`config.mk`:
```
export PLATFORM = sky130hd
export DESIGN_NAME = sort_arbiter
export DESIGN_NICKNAME = d
export VERILOG_FILES = /design/src/rtl/sort_arbiter.sv
export SDC_FILE = /design/constraint.sdc
export NUM_CORES = 1
export LEC_CHECK = 0
export BUFFER_PORTS_ARGS = -buffer_cell sky130_fd_sc_hd__buf_4
export CORE_MARGIN = 5
export CORE_UTILIZATION = 30
export DETAILED_ROUTE_END_ITERATION = 10
export PLACE_DENSITY = 0.78
export SYNTH_ARGS = -nofsm -noshare
export SYNTH_HDL_FRONTEND = slang
export SYNTH_SLANG_ARGS = --single-unit
```
`constraint.sdc`:
```
create_clock -name clk -period 5.45 [get_ports clk]
set_input_delay 0 -clock clk [delete_from_list [all_inputs] [get_ports clk]]
set_output_delay 0 -clock clk [all_outputs]
set_load 0.02 [all_outputs]
```
`src/rtl/sort_arbiter.sv`:
```
// ============================================================================
// Module  : sort_arbiter
// Brief   : Round-robin front end that shares one in-order sorter among
//           several requesters and routes results back by a tag FIFO.
// Revision: 1.0 - initial release
// ============================================================================
`default_nettype none

module sort_arbiter #(
  parameter int NUM_REQ    = 2,
  parameter int DATA_WIDTH = 8,
  parameter int NUM_ELEMS  = 4,
  parameter int MAX_OUT    = 4,
  localparam int VW = DATA_WIDTH * NUM_ELEMS,
  localparam int IW = $clog2(NUM_REQ),
  localparam int OW = $clog2(MAX_OUT) + 1
) (
  input  logic                  clk,
  input  logic                  rst_n,
  input  logic [NUM_REQ-1:0]    req_tvalid,
  output logic [NUM_REQ-1:0]    req_tready,
  input  logic [NUM_REQ*VW-1:0] req_tdata,
  output logic                  srt_src_tvalid,
  input  logic                  srt_src_tready,
  output logic [VW-1:0]         srt_src_tdata,
  input  logic                  srt_dest_tvalid,
  output logic                  srt_dest_tready,
  input  logic [VW-1:0]         srt_dest_tdata,
  output logic [NUM_REQ-1:0]    rsp_tvalid,
  input  logic [NUM_REQ-1:0]    rsp_tready,
  output logic [VW-1:0]         rsp_tdata,
  output logic [IW-1:0]         rsp_tid,
  output logic [OW-1:0]         outstanding,
  output logic                  err_orphan
);

  localparam int PW = (MAX_OUT > 1) ? $clog2(MAX_OUT) : 1;

  logic [IW-1:0] rr_ptr_q, rr_ptr_d;
  logic [PW-1:0] wr_ptr_q, wr_ptr_d;
  logic [PW-1:0] rd_ptr_q, rd_ptr_d;
  logic [OW-1:0] outstanding_q, outstanding_d;
  logic          err_orphan_q, err_orphan_d;
  logic [IW-1:0] tag_mem_q [MAX_OUT];

  logic               w_full, w_empty, w_any_valid, w_push, w_pop;
  logic               w_hi_found, w_lo_found;
  logic [IW-1:0]      w_hi_idx, w_lo_idx, w_grant_idx, w_head;
  logic [NUM_REQ-1:0] w_grant;
  logic [VW-1:0]      w_src_data;

  assign w_full      = (outstanding_q == OW'(MAX_OUT));
  assign w_empty     = (outstanding_q == '0);
  assign w_any_valid = |req_tvalid;

  // Search downward so the last hit is the lowest index in each half:
  // "hi" is at/after rr_ptr, "lo" is the wrapped-around region before it.
  always_comb begin
    w_hi_found = 1'b0;
    w_lo_found = 1'b0;
    w_hi_idx   = '0;
    w_lo_idx   = '0;
    for (int i = NUM_REQ - 1; i >= 0; i--) begin
      if (req_tvalid[i]) begin
        if (IW'(i) >= rr_ptr_q) begin
          w_hi_found = 1'b1;
          w_hi_idx   = IW'(i);
        end else begin
          w_lo_found = 1'b1;
          w_lo_idx   = IW'(i);
        end
      end
    end
    w_grant_idx = w_hi_found ? w_hi_idx : w_lo_idx;
    w_grant     = '0;
    w_grant[w_grant_idx] = w_hi_found | w_lo_found;
  end

  always_comb begin
    w_src_data = '0;
    for (int i = 0; i < NUM_REQ; i++) begin
      if (w_grant_idx == IW'(i)) begin
        w_src_data = req_tdata[i*VW +: VW];
      end
    end
  end

  // Issue is gated only by full (never by a same-cycle pop) so there is no
  // combinational path from rsp_tready back to req_tready.
  assign srt_src_tvalid = rst_n && w_any_valid && !w_full;
  assign srt_src_tdata  = w_src_data;
  assign req_tready     = (rst_n && srt_src_tready && !w_full) ? w_grant : '0;
  assign w_push         = srt_src_tvalid && srt_src_tready;

  assign w_head = tag_mem_q[rd_ptr_q];

  always_comb begin
    rsp_tvalid = '0;
    if (!w_empty) begin
      rsp_tvalid[w_head] = srt_dest_tvalid;
    end
  end

  assign srt_dest_tready = !w_empty && rsp_tready[w_head];
  assign rsp_tid         = w_head;
  assign rsp_tdata       = srt_dest_tdata;
  assign w_pop           = srt_dest_tvalid && srt_dest_tready;

  always_comb begin
    rr_ptr_d      = rr_ptr_q;
    wr_ptr_d      = wr_ptr_q;
    rd_ptr_d      = rd_ptr_q;
    outstanding_d = outstanding_q;
    err_orphan_d  = err_orphan_q | (srt_dest_tvalid && w_empty);
    if (w_push) begin
      rr_ptr_d = (w_grant_idx == IW'(NUM_REQ - 1)) ? '0 : w_grant_idx + 1'b1;
      wr_ptr_d = wr_ptr_q + 1'b1;
    end
    if (w_pop) begin
      rd_ptr_d = rd_ptr_q + 1'b1;
    end
    case ({w_push, w_pop})
      2'b10:   outstanding_d = outstanding_q + 1'b1;
      2'b01:   outstanding_d = outstanding_q - 1'b1;
      default: outstanding_d = outstanding_q;
    endcase
  end

  always_ff @(posedge clk or negedge rst_n) begin
    if (!rst_n) begin
      rr_ptr_q      <= '0;
      wr_ptr_q      <= '0;
      rd_ptr_q      <= '0;
      outstanding_q <= '0;
      err_orphan_q  <= 1'b0;
    end else begin
      rr_ptr_q      <= rr_ptr_d;
      wr_ptr_q      <= wr_ptr_d;
      rd_ptr_q      <= rd_ptr_d;
      outstanding_q <= outstanding_d;
      err_orphan_q  <= err_orphan_d;
    end
  end

  // Tag storage needs no reset: entries are only read between push and pop.
  always_ff @(posedge clk) begin
    if (w_push) begin
      tag_mem_q[wr_ptr_q] <= w_grant_idx;
    end
  end

  assign outstanding = outstanding_q;
  assign err_orphan  = err_orphan_q;

endmodule

`default_nettype wire

```
# After elaboration in Yosys (flattened, before gate mapping)
# Memories as Yosys holds them, arrays and structs flattened.
# Cells that the tools add are included.
# op_classes
reduce_logical,15
n_lt_le_gt_ge,6
mux,26
bitwise,4
n_eq_ne,3
add_sub_neg,5
# op_table
operator,count
$mux W32,1
$mux W1,20
$logic_and A1 B1 Y1,10
$pmux W3 S2,1
$add A2 B1 Y2 const B,2
$and A2 B2 Y2,2
$lt A1 B2 Y1 const B,2
$mux W2,2
$add A3 B1 Y3 const B,1
$eq A3 B3 Y1 const B,1
$logic_not A3 Y1,1
$sub A3 B1 Y3 const B,1
$demux W1 S1,2
$eq A2 B1 Y1 const B,1
$eq A2 B2 Y1 const B,1
$ge A1 B1 Y1 const A,2
$ge A1 B1 Y1 const B,2
$logic_not A1 Y1,2
$or A1 B1 Y1,2
$reduce_bool A2 Y1,1
$reduce_or A2 Y1,1
$add A1 B1 Y1 const B,1
# totals
inputBits,104
n_memories,1
mem_bits_rw,4
ff_bits,9
# mem_list
memory,depth,word_bits,rd,rd_ports_with_merged_regs,wr,line,source
tag_mem_q,4,1,1,0,1,44,logic [IW-1:0] tag_mem_q [MAX_OUT];

# Longest topological paths before layout
# depth
word_depth,12
ltp_mapped,10
mapped_depth_nobuf,10

# Worst setup path before layout
# Ideal clock, no wire load.
# synth_path
path_kind,reg-to-reg
from,register rd_ptr_q[1]
to,"register outstanding_q[2], in the netlist outstanding[2]"
setup_ns,0.080
stages_incl_launch_ff,11
required_ns,5.370
arrival_time_ns,2.117
path_slack_ns,3.253
cell_sequence,dfrtp_1 > mux2i_1 > mux2i_4 > mux2i_1 > nor2_1 > ha_1 > inv_1 > fa_1 > xor2_1 > nor2_1 > xnor2_1
# synth_between
elab_chain_len,7
# synth_lines
element,line,source
"start, declared",41,"logic [PW-1:0] rd_ptr_q, rd_ptr_d;"
"start signal, assigned",139,rd_ptr_q <= rd_ptr_d;
$mem_v2 Z4 W1 *,n/a,
named net rsp_tid,32,"output logic [IW-1:0] rsp_tid,"
$mux W1 (implied by the code) * (2 in a row),104,assign srt_dest_tready = !w_empty && rsp_tready[w_head];
$logic_and A1 B1 Y1 *,104,
$logic_and A1 B1 Y1 *,107,assign w_pop = srt_dest_tvalid && srt_dest_tready;
named net w_pop,46,"logic w_full, w_empty, w_any_valid, w_push, w_pop;"
$eq A2 B1 Y1 / $eq A2 B2 Y1 (equally long branches),122,"case ({w_push, w_pop})"
$pmux W3 S2 / $reduce_bool A2 Y1 (equally long branches),n/a,
"end signal, assigned",140,outstanding_q <= outstanding_d;
"end, declared",42,"logic [OW-1:0] outstanding_q, outstanding_d;"
# Mark *: on every way through the listed nets, which the timed path passes. The rest lies on a longest branch. The select of a mux whose other input is x is not followed.
# A chain may end at the register's enable or synchronous reset.

# Final worst setup path
# layout_path
from,register rd_ptr_q[1]
to,"register outstanding_q[2], in the netlist outstanding[2]"
# layout_between
elab_chain_len,7
# layout_lines
element,line
$mem_v2 Z4 W1 *,n/a
$mux W1 (implied by the code) * (2 in a row),104
$logic_and A1 B1 Y1 *,104
$logic_and A1 B1 Y1 *,107
named net w_pop,46
$eq A2 B1 Y1 / $eq A2 B2 Y1 (equally long branches),122
$pmux W3 S2 / $reduce_bool A2 Y1 (equally long branches),n/a
# Marked as above.

==> flow_summary.toml <==
[grt]
antenna_found_initial = 0
overflow = 0
grtUsageTotal = 0.119
grt_pass1_vias = 1364
grt_max_degree = 35
grt_pass1_wl_mm = 5.87

[die]
initial_utilization = 0.316
fp.dieH_um = 78.4
fp.dieW_um = 78.4
coreArea_um2 = 4440
pin_count = 179
core.rowCount = 24
die_area_um2 = 6150

[cts]
tritoncts = "built"
h-tree-depth = 1
cts.sink_count = 13
clock_path_buffers = 2
insertion_delay_ps = 250
root_buffer = "clkbuf_8"
clk_transition_reported_paths_ps = 60
cts_resized = 0
cts_buffers = 3
cts_setup_buffers = 0

[drt]
wl_mm = 3.83
dr.pass1.iters = 4
ant_nets = 0
drc_errors = 0
wl_per_cell_um = 14.0
drt_iter0_drc = 10
drt-vias-per-instance = 4.50
route.vias.total = 1228

[placed_design]
hpwl_mm = 3.32
finalWeightedCongestion = 0.717
io_buffers = 114
dp.cells = 266

[timing]
tns_ps = 0
fmax_mhz = 435
slew_violations = 0
rsz0062_at_grt = "false"
period_minus_slack_ps = 2300
finalSetupViolCount = 0
finalCritPeriodShare = 0.422
hold_viol = 0
relSlewSlack = 0.356
worst_pin_slew_ps = 962
fin_skew_ps = 2.36

[synth]
synth.area.top_cells = "mux2_2 26%, buf_4 19%, dfrtp_1 16%"
ys_ff_latch = 13
syn-cell-area_um2 = 1400
syn-num-nets = 245
synth.largest_area_cell = "mux2_2"
synth_flop_cell = "dfrtp_1"
synth_async_sr_flop_share = 0.692
syn_area_per_cell_um2 = 10.4
synthDistinctLibCells = 29
ys_warn_count = 0
postSynthCellCount = 135
ys_seq_area_frac = 0.246
synth_top_area_frac = 0.257
synth-edff-count = 4

[pwr]
leakagePower_nw = 1.08
p_clk_frac = 0.121
sw_frac_of_total = 0.416
netSwitchingPower_w = 0.000302
seq_power_share = 0.253
combinationalPowerShare = 0.626
cellPowerDensity_nw_per_um2 = 338
vdd_drop_max_uv = 115
p_int_w = 0.000424

[setup_path]
crit_type = "reg -> reg"
cp_max_fo = 4
end_kind = "flop"
reg2reg_from = "rd_ptr_q[1]"
crit_start = "rd_ptr_q[1]"
required_ps = 5620
start_kind = "flop"
r2r_end = "outstanding[2]"
arrival_ps = 2470
regToRegSetupSlack_ps = 3150
rr_worst_depth = 10
crit_path_end = "outstanding[2]"

[layout]
final_cells = 273
fin_util = 0.483
final_common_cell = "buf_4"
layout.cells.most_common_list = "114 x buf_4, 32 x mux2_2, 11 x inv_1"
num-nets-final = 332
drive_above_1_share = 0.710
synthToLayoutAreaGrowth_pct = 52.9
diodes = 0

[flow_run]
maxCapViolCount = 0

[worst_hold_path]
hold_path.class = "in -> out"

[status]
status = "finished, final reports clean"
[layout make-up]
class / count / area [um^2]
Clock buffer: 3 / 41.3
Timing Repair Buffer: 117 / 886
Inverter: 11 / 41.3
Tap cell: 52 / 65.1
Clock inverter: 1 / 5.00
Sequential cell: 13 / 345
Multi-Input combinational cell: 76 / 762
Fill cell: 438 / 2300
[cell usage after synthesis, types with 2 or more instances]
master,n
buf_4,35
mux2_2,32
inv_1,11
dfrtp_1,9
nor2_1,6
ha_1,5
mux2i_1,5
and2_1,4
edfxtp_1,4
xnor2_1,3
a21oi_1,2
xor2_1,2
[kinds of logic after synthesis]
family / Yosys count / synth area share
buffers and inverters: 46 / 0.217
and+or+nand+nor: 16 / 0.0651
adders and majority gates: 6 / 0.0588
DFF: 13 / 0.246
xor gates and xnor gates: 5 / 0.0312
AOI/OAI and AO/OA: 9 / 0.0535
muxes: 40 / 0.329
[layer usage]
metal | part of all wire | track usage | wire, um | vias up
met5 | 0 | 0 | 0 | -
met4 | 0.018 | 0.0594 | 69 | 0
met3 | 0.13 | 0.0572 | 480 | 5
met2 | 0.50 | 0.209 | 1920 | 88
met1 | 0.36 | 0.118 | 1360 | 542
li1 | - | - | - | 593
[how the worst min path moves through the flow]
stage / from / to / slack, ps / depth (start not counted)
2_1_floorplan: rst_n / err_orphan / -300 / 0
3_3_place_gp: rst_n / wr_ptr_q[0] / -160 / 1
3_5_place_dp: rst_n / wr_ptr_q[0] / -150 / 1
4_1_cts: srt_dest_tdata[11] / rsp_tdata[11] / 0.1 / 0
5_1_grt: srt_dest_tdata[0] / rsp_tdata[0] / 0.04 / 0
6_report: srt_dest_tdata[0] / rsp_tdata[0] / 0.006 / 0
[power groups by stage]
stage,combinational (W),clock (W),sequential (W)
detailed placement,0.000456,0,0.000185
finish,0.000454,0.0000876,0.000184
CTS,0.000461,0.0000918,0.000183
global placement,0.000449,0,0.000181
floorplan,0.000303,0,0.000195
global route,0.000491,0.0000989,0.000191
[sequential cells by signal, summed over array words and instances (netlist names)]
signal	cells
err_orphan	1
outstanding	3
rd_ptr_q	2
rr_ptr_q	1
tag_mem_q	4
wr_ptr_q	2
[stage by stage]
stage / power (W) / hold WS (ps) / worst slack (ps) / cell area, um^2
4_1_cts: 0.000736 / 0.137 / 3130 / 2150
5_1_grt: 0.000781 / 0.0373 / 2960 / 2150
3_5_place_dp: 0.000641 / -154 / 3150 / 2070
2_1_floorplan: 0.000498 / -296 / 3250 / 1400
6_report: 0.000725 / 0.00560 / 3150 / 2150
3_3_place_gp: 0.000630 / -156 / 3210 / 2070
[timing repair]
| item | 4_1_cts | 5_1_grt |
|---|---|---|
| hold buffers | 3 | 0 |
| hold endpoints to repair | 11 | 0 |
| setup endpoints to repair | 0 | 0 |
[critical path, stage by stage, from the launching register on]
cell and delay [ps]:
dfrtp_1 410, mux2i_1 370, mux2i_4 130, mux2i_1 150, nor2_1 110, ha_1 190, inv_1 60, fa_1 380
xor2_1 150, nor2_1 120, xnor2_1 130
Note: power is estimated with default switching activity, not from simulation.
